**config.mk**
```make
export PLATFORM = sky130hd
export DESIGN_NAME = fetch_unit
export DESIGN_NICKNAME = d
export VERILOG_FILES = /design/src/rtl/fetch_unit_pkg.sv /design/src/rtl/fetch_unit_branch_lut.sv /design/src/rtl/fetch_unit.sv
export SDC_FILE = /design/constraint.sdc
export NUM_CORES = 1
export LEC_CHECK = 0
export ABC_AREA = 1
export CAP_MARGIN = 20
export CORE_MARGIN = 2
export CORE_UTILIZATION = 40
export CTS_BUF_LIST = sky130_fd_sc_hd__clkbuf_4 sky130_fd_sc_hd__clkbuf_8
export DETAILED_ROUTE_END_ITERATION = 8
export PLACE_DENSITY = 0.66
export SLEW_MARGIN = 0
export SYNTH_ARGS = -nofsm -noshare
export SYNTH_HDL_FRONTEND = slang
export SYNTH_SLANG_ARGS = --single-unit
export TNS_END_PERCENT = 100
```
**constraint.sdc**
```tcl
create_clock -name CLK -period 1.8 [get_ports CLK]
set_input_delay 0.18 -clock CLK [delete_from_list [all_inputs] [get_ports CLK]]
set_output_delay 0.18 -clock CLK [all_outputs]
set_load 0.05 [all_outputs]
```
**src/rtl/fetch_unit_pkg.sv**
```systemverilog
// Shared definitions for the fetch unit: sequencer states and the
// fixed branch target table.
package fetch_unit_pkg;

    typedef enum logic [1:0] {
        IDLE   = 2'd0,
        RUN    = 2'd1,
        HALTED = 2'd2
    } fetch_state_t;

    localparam int kPcW      = 10;
    localparam int kLutDepth = 16;

    // Entries 0..2 are fixed by the program ABI; the rest are program-specific.
    localparam logic [kPcW-1:0] kBranchLut [kLutDepth] = '{
        10'd0,   10'd16,  10'd40,  10'd64,
        10'd100, 10'd128, 10'd200, 10'd256,
        10'd300, 10'd384, 10'd512, 10'd640,
        10'd768, 10'd896, 10'd1000, 10'd1023
    };

endpackage

```
**src/rtl/fetch_unit_branch_lut.sv**
```systemverilog
// Combinational branch target ROM: maps a 4-bit instruction field to a
// PC target taken from the package table.
module branch_lut
    import fetch_unit_pkg::*;
#(
    parameter int PC_W      = 10,
    parameter int LUT_IDX_W = 4
) (
    input  logic [LUT_IDX_W-1:0] i_idx,
    output logic [PC_W-1:0]      o_target
);

    always_comb begin
        o_target = '0;
        case (i_idx)
            LUT_IDX_W'(0):  o_target = PC_W'(kBranchLut[0]);
            LUT_IDX_W'(1):  o_target = PC_W'(kBranchLut[1]);
            LUT_IDX_W'(2):  o_target = PC_W'(kBranchLut[2]);
            LUT_IDX_W'(3):  o_target = PC_W'(kBranchLut[3]);
            LUT_IDX_W'(4):  o_target = PC_W'(kBranchLut[4]);
            LUT_IDX_W'(5):  o_target = PC_W'(kBranchLut[5]);
            LUT_IDX_W'(6):  o_target = PC_W'(kBranchLut[6]);
            LUT_IDX_W'(7):  o_target = PC_W'(kBranchLut[7]);
            LUT_IDX_W'(8):  o_target = PC_W'(kBranchLut[8]);
            LUT_IDX_W'(9):  o_target = PC_W'(kBranchLut[9]);
            LUT_IDX_W'(10): o_target = PC_W'(kBranchLut[10]);
            LUT_IDX_W'(11): o_target = PC_W'(kBranchLut[11]);
            LUT_IDX_W'(12): o_target = PC_W'(kBranchLut[12]);
            LUT_IDX_W'(13): o_target = PC_W'(kBranchLut[13]);
            LUT_IDX_W'(14): o_target = PC_W'(kBranchLut[14]);
            LUT_IDX_W'(15): o_target = PC_W'(kBranchLut[15]);
            default:        o_target = '0;
        endcase
    end

endmodule

```
**src/rtl/fetch_unit.sv**
```systemverilog
// Program counter and fetch sequencer: start/halt control, next-PC
// selection (restart, stall, halt, branch, increment) and a RUN cycle counter.
module fetch_unit
    import fetch_unit_pkg::*;
#(
    parameter int PC_W      = 10,
    parameter int LUT_IDX_W = 4,
    parameter int CNT_W     = 16
) (
    input  logic                 CLK,
    input  logic                 Reset_n,
    input  logic                 Start,
    input  logic [PC_W-1:0]      StartAddr,
    input  logic                 Stall,
    input  logic                 BranchEn,
    input  logic                 Taken,
    input  logic [LUT_IDX_W-1:0] BranchIdx,
    input  logic                 Halt,
    output logic [PC_W-1:0]      ProgCtr,
    output logic                 Running,
    output logic                 Done,
    output logic [CNT_W-1:0]     CycleCt
);

    fetch_state_t         r_state;
    logic [PC_W-1:0]      r_pc;
    logic [CNT_W-1:0]     r_cnt;
    logic                 r_done;

    fetch_state_t         w_state_nxt;
    logic [PC_W-1:0]      w_pc_nxt;
    logic [CNT_W-1:0]     w_cnt_nxt;
    logic                 w_done_nxt;
    logic [PC_W-1:0]      w_branch_tgt;

    // Benchmark counter sticks at all-ones rather than wrapping.
    function automatic logic [CNT_W-1:0] sat_inc(input logic [CNT_W-1:0] v);
        return (&v) ? v : v + CNT_W'(1);
    endfunction

    branch_lut #(
        .PC_W      (PC_W),
        .LUT_IDX_W (LUT_IDX_W)
    ) u_branch_lut (
        .i_idx    (BranchIdx),
        .o_target (w_branch_tgt)
    );

    always_comb begin
        w_state_nxt = r_state;
        w_pc_nxt    = r_pc;
        w_cnt_nxt   = r_cnt;
        w_done_nxt  = r_done;
        case (r_state)
            IDLE: begin
                if (Start) begin
                    w_state_nxt = RUN;
                    w_pc_nxt    = StartAddr;
                    w_cnt_nxt   = '0;
                end
            end
            RUN: begin
                if (Start) begin
                    w_pc_nxt  = StartAddr;
                    w_cnt_nxt = '0;
                end else begin
                    // Stall and Halt cycles still count as RUN time.
                    w_cnt_nxt = sat_inc(r_cnt);
                    if (!Stall) begin
                        if (Halt) begin
                            w_state_nxt = HALTED;
                            w_done_nxt  = 1'b1;
                        end else if (BranchEn && Taken) begin
                            w_pc_nxt = w_branch_tgt;
                        end else begin
                            w_pc_nxt = r_pc + PC_W'(1);
                        end
                    end
                end
            end
            HALTED: begin
                if (Start) begin
                    w_state_nxt = RUN;
                    w_pc_nxt    = StartAddr;
                    w_cnt_nxt   = '0;
                    w_done_nxt  = 1'b0;
                end
            end
            default: begin
                w_state_nxt = IDLE;
            end
        endcase
    end

    always_ff @(posedge CLK or negedge Reset_n) begin
        if (!Reset_n) begin
            r_state <= IDLE;
            r_pc    <= '0;
            r_cnt   <= '0;
            r_done  <= 1'b0;
        end else begin
            r_state <= w_state_nxt;
            r_pc    <= w_pc_nxt;
            r_cnt   <= w_cnt_nxt;
            r_done  <= w_done_nxt;
        end
    end

    assign ProgCtr = r_pc;
    assign Running = (r_state == RUN);
    assign Done    = r_done;
    assign CycleCt = r_cnt;

endmodule

```
==> run metrics, run 1 <==
status=completed; GRT Total Usage=21.17%; largest net degree at the start of global routing=30; share of cells above drive strength 1=13.32%; initial antenna violation count=0; final slew viol count=0; PD cells=1204 mW/mm²; Synth cell types=31; Max stage delay on crit path=0.84 ns; core area=0.005172 mm²; drt via density=5.147; nets@finish=427; Bufs on Longest Clock Path=2; gr ovfl total=0; Die Y=77.86 µm; drt wl/cell=12.67 µm; Synth Cell Area=0.002182 mm²; post-route cell area=0.002940 mm²; Final period util=96.60%; Ports=49; Clock Sinks=29; vias in the first global route=2214; EDFF count, synth=0; critical-path cell list=clkdlybuf4s50_1; Initial Util=42.19%; Clock power frac=16.0%; die width=77.86 µm; crit path launch type=flop; fin util=56.85%; area post-placement=0.002848 mm²; cell leakage power=0.001391 µW; sw power=1740 µW; Reg clk slew, reported paths=0.07 ns; first-pass GRT wire length=10350 µm; critical path arrival=1.56 ns; yosys warns=0; crit path max fanout=6; GPL Wtd Cong=0.9214; CP Class=flop to output port; ys flop type=dfrtp_1; via count=2409; Fmax=575.1 MHz; Final ANT Viol Nets=0; Seq pwr share=29.7%; ANT cells=0; CTS root buffer=clkbuf_8; Synth async-reset ratio=100.0%; Hold/Removal Path Class=input port to asynchronous set/reset pin; Comb pwr share=54.3%; delay-heaviest family, CP=buffers and inverters; final worst slack=0.06126 ns; Filler cells=513; most common cell after layout, fill and taps aside=nand2_1; Mean Syn Cell Area=6.573 µm²; worst-margin pin slew=0.5010 ns; Post-Route Setup TNS=0 ns; die area=0.006062 mm²; Synth Net Count=361; P_int=1799 µW; worst slack, placed=0.05877 ns; Area growth syn-to-layout=34.75%; post-synthesis register bit count=29; worst path bufs/invs=1; later-pin clock latency in the skew report=0.28 ns; Residual DRC=0; Hold-fix buffers, CTS=0; PortBufs=48; DRT iter0 DRCs=105; slowest CP cell=clkdlybuf4s50_1; hpwl dp=4611 µm; worst-case vdd ir drop=0.0008219 V; worst hold slack=0.2866 ns; Setup Fix Bufs, Post-CTS=0; commonest cells after routing, fill and taps aside=nand2_1 (96), nor2_1 (39), nand3_1 (39), clkdlybuf4s50_1 (39), inv_1 (30); H-tree depth=2; endpoints failing setup=0; post_cts resized=0; Fin Clk Skew=0.01233 ns; RSZ-0062 raised after global routing=no; max_slew headroom=66.50%; post-synthesis sequential area ratio=33.26%; post-layout min period=1.739 ns; Cells after Synth=332; DRT Wirelength=5930 µm; Max-Cap Viols=0; CP required=1.62 ns; floorplan row count=26; CTS tree=yes; TritonCTS Buffers=5; Sw Ratio=49.17%; crit end category=output port; first drt pass iteration count=4; Final Hold Fails=0
[through the flow]
step | cells | power (µW)
final | 468 | 3540
after global routing | 468 | 3786
after CTS | 468 | 3549
after detailed placement | 461 | 2977
after global placement | 461 | 2964
after floorplan | 332 | 2265
[cell families after synthesis]
group	share of synthesized area, %
AND/OR/NAND/NOR	40.02
AO/OA/AOI/OAI	12.16
buffers and inverters	8.772
flip-flops	33.26
adder cells (fa/ha/maj)	4.587
XOR/XNOR	1.204
[final timing paths]
check | to | startpoint | slack, ns | cells past startpoint
max | CycleCt[8] | CycleCt[8] | 0.06 | 1
min | ProgCtr[6] | Reset_n | 0.29 | 2
max reg2reg | CycleCt[9] | CycleCt[0] | 0.20 | 9
min reg2reg | Done | Done | 0.50 | 2
max in group asynchronous | CycleCt[1] | Reset_n | 1.20 | 2
min in group CLK | Done | Done | 0.50 | 2
[synth_stat cells, types with 3 or more instances]
cell type  instances  area share [%]
a21oi_1           15             3.4
nand3_1           39             8.9
clkbuf_1           4            0.69
nand2_1           96              17
ha_1               8             4.6
nor2_1            40             6.9
dfrtp_1           29              33
inv_1             30             5.2
o21ai_1            8             1.8
xor2_1             3             1.2
nor2_2             3            0.86
o21ai_0           17             3.9
inv_2              4            0.69
nand4_1           13             3.7
[routing by layer]
metal / vias up / global-route usage (%) / share of wire (%)
met5: - / 0 / 0
met4: 0 / 4.821 / 0.86
met3: 7 / 4.070 / 4.9
met2: 69 / 33.62 / 45
met1: 1109 / 29.70 / 50
li1: 1224 / - / -
[sequential cells by signal, indices dropped and copies added (netlist names)]
register / flops
r_state: 2
Done: 1
CycleCt: 16
ProgCtr: 10
[area by class of cell]
| cell class | count | area (µm²) | area share [%] |
|---|---|---|---|
| Sequential cell | 29 | 728.2 | 24.77 |
| Clock buffer | 7 | 90.09 | 3.064 |
| Inverter | 35 | 133.9 | 4.553 |
| Tap cell | 70 | 87.58 | 2.979 |
| Timing Repair Buffer | 68 | 633.1 | 21.53 |
| Multi-Input combinational cell | 259 | 1267 | 43.11 |
[power by group through the flow]
stage,logic [µW],clock network (µW),registers [µW]
finish,1920,567,1050
global route,2090,622,1080
floorplan,768,0,1500
global placement,1910,0,1050
detailed placement,1920,0,1050
CTS,1930,575,1050
Note: power is estimated with default switching activity, not from simulation.
==> inputs of run 2 (changes only) <==
--- a/config.mk
+++ b/config.mk
@@ -9,7 +9,6 @@
 export CAP_MARGIN = 20
 export CORE_MARGIN = 2
 export CORE_UTILIZATION = 40
-export CTS_BUF_LIST = sky130_fd_sc_hd__clkbuf_4 sky130_fd_sc_hd__clkbuf_8
 export DETAILED_ROUTE_END_ITERATION = 8
 export PLACE_DENSITY = 0.66
 export SLEW_MARGIN = 0
==> run 2 against run 1 <==
Against the previous run: sequential cell count unchanged; cell area decreased by 0.13%; critical path depth unchanged; worst setup slack got worse by 0.0015 ns; worst hold slack about the same; critical path type unchanged; critical endpoint unchanged; highest routed layer unchanged.
==> run metrics, run 2 (same netlist as run 1, synthesis figures left out) <==
status=completed; highest metal used=met4; CTS tree=yes; GRT Total Usage=21.11%; drt wl/cell=12.65 µm; GPL Wtd Cong=0.9214; post-layout min period=1.740 ns; Area growth syn-to-layout=34.58%; later-pin clock latency in the skew report=0.28 ns; Residual DRC=0; floorplan row count=26; CTS root buffer=clkbuf_8; max reg flops=16; PortBufs=48; worst path bufs/invs=1; final slew viol count=0; most common cell after layout, fill and taps aside=nand2_1; Hold/Removal Path Class=input port to asynchronous set/reset pin; ANT cells=0; Reg clk slew, reported paths=0.07 ns; die area=0.006062 mm²; die width=77.86 µm; largest net degree at the start of global routing=30; Clock Sinks=29; fin util=56.77%; crit end category=output port; worst slack, placed=0.05877 ns; post_cts resized=0; RSZ-0062 raised after global routing=no; core area=0.005172 mm²; Fmax=574.6 MHz; H-tree depth=2; Max-Cap Viols=0; gr ovfl total=0; Bufs on Longest Clock Path=2; M1 WL=2939 µm; share of cells above drive strength 1=13.07%; cell leakage power=0.001388 µW; CP Class=flop to output port; max_slew headroom=66.50%; critical-path cell list=clkdlybuf4s50_1; slowest CP cell=clkdlybuf4s50_1; Die Y=77.86 µm; drt via density=5.075; PD cells=1198 mW/mm²; Fin Clk Skew=0.01254 ns; Initial Util=42.19%; DRT Wirelength=5920 µm; DP Cell Count=461; TritonCTS Buffers=5; Max stage delay on crit path=0.84 ns; Hold-fix buffers, CTS=0; worst-margin pin slew=0.5010 ns; worst-case vdd ir drop=0.0008221 V; Setup Fix Bufs, Post-CTS=0; Post-Route Setup TNS=0 ns; critical path arrival=1.56 ns; met3 wire length=281 µm; vias in the first global route=2208; hpwl dp=4611 µm; first-pass GRT wire length=10330 µm; delay-heaviest family, CP=buffers and inverters; first drt pass iteration count=4; Final period util=96.68%; met2 wire len=2672 µm; commonest cells after routing, fill and taps aside=nand2_1 (96), nor2_1 (39), nand3_1 (39), clkdlybuf4s50_1 (39), inv_1 (30); nets@finish=427; Final Hold Fails=0; Final Non-Filler Cells=468; Ports=49; Pwr Total=3518 µW; initial antenna violation count=0; endpoints failing setup=0; CP required=1.62 ns; crit path max fanout=6; crit path launch type=flop; DRT iter0 DRCs=128; final worst slack=0.05979 ns; Final ANT Viol Nets=0; via count=2375
==> run 2: cell counts in the layout (fill, tap and decap cells not counted) <==
No cell type changed its count.
==> run 2: metal layers <==
layer	GRT usage [%]	vias up
met5	0	-
met4	4.821	0
met3	4.070	4
met2	33.53	59
met1	29.59	1089
li1	-	1223
==> run 2: layout make-up <==
| class | count | area (µm²) |
|---|---|---|
| clock buffers | 7 | 86.33 |
| fillers | 515 | 2236 |
| inverters | 35 | 133.9 |
| flip-flops and latches | 29 | 728.2 |
| multi-input cells | 259 | 1267 |
| repair buffers | 68 | 633.1 |
| well taps | 70 | 87.58 |
==> run 2: stage by stage <==
step	hold WS, ns	cell area (µm²)
after floorplan	-0.1156	2185
after global placement	0.4907	2848
after detailed placement	0.4952	2848
after CTS	0.3026	2934
after global routing	0.3226	2937
final	0.2864	2937
==> run 2: power breakdown <==
group | internal (µW) | switching, µW | total, µW
registers | 809 | 241 | 1050
logic | 672 | 1240 | 1920
clock network | 303 | 248 | 551
total | 1780 | 1730 | 3520
==> run 2: final timing paths <==
check / startpoint / to / slack [ns] / cells past startpoint
setup / recovery: CycleCt[8] / CycleCt[8] / 0.06 / 1
hold / removal: Reset_n / CycleCt[12] / 0.29 / 2
setup reg to reg: CycleCt[0] / CycleCt[9] / 0.20 / 9
hold reg to reg: Done / Done / 0.50 / 2
max in group asynchronous: Reset_n / CycleCt[1] / 1.20 / 2
min in group CLK: Done / Done / 0.50 / 2
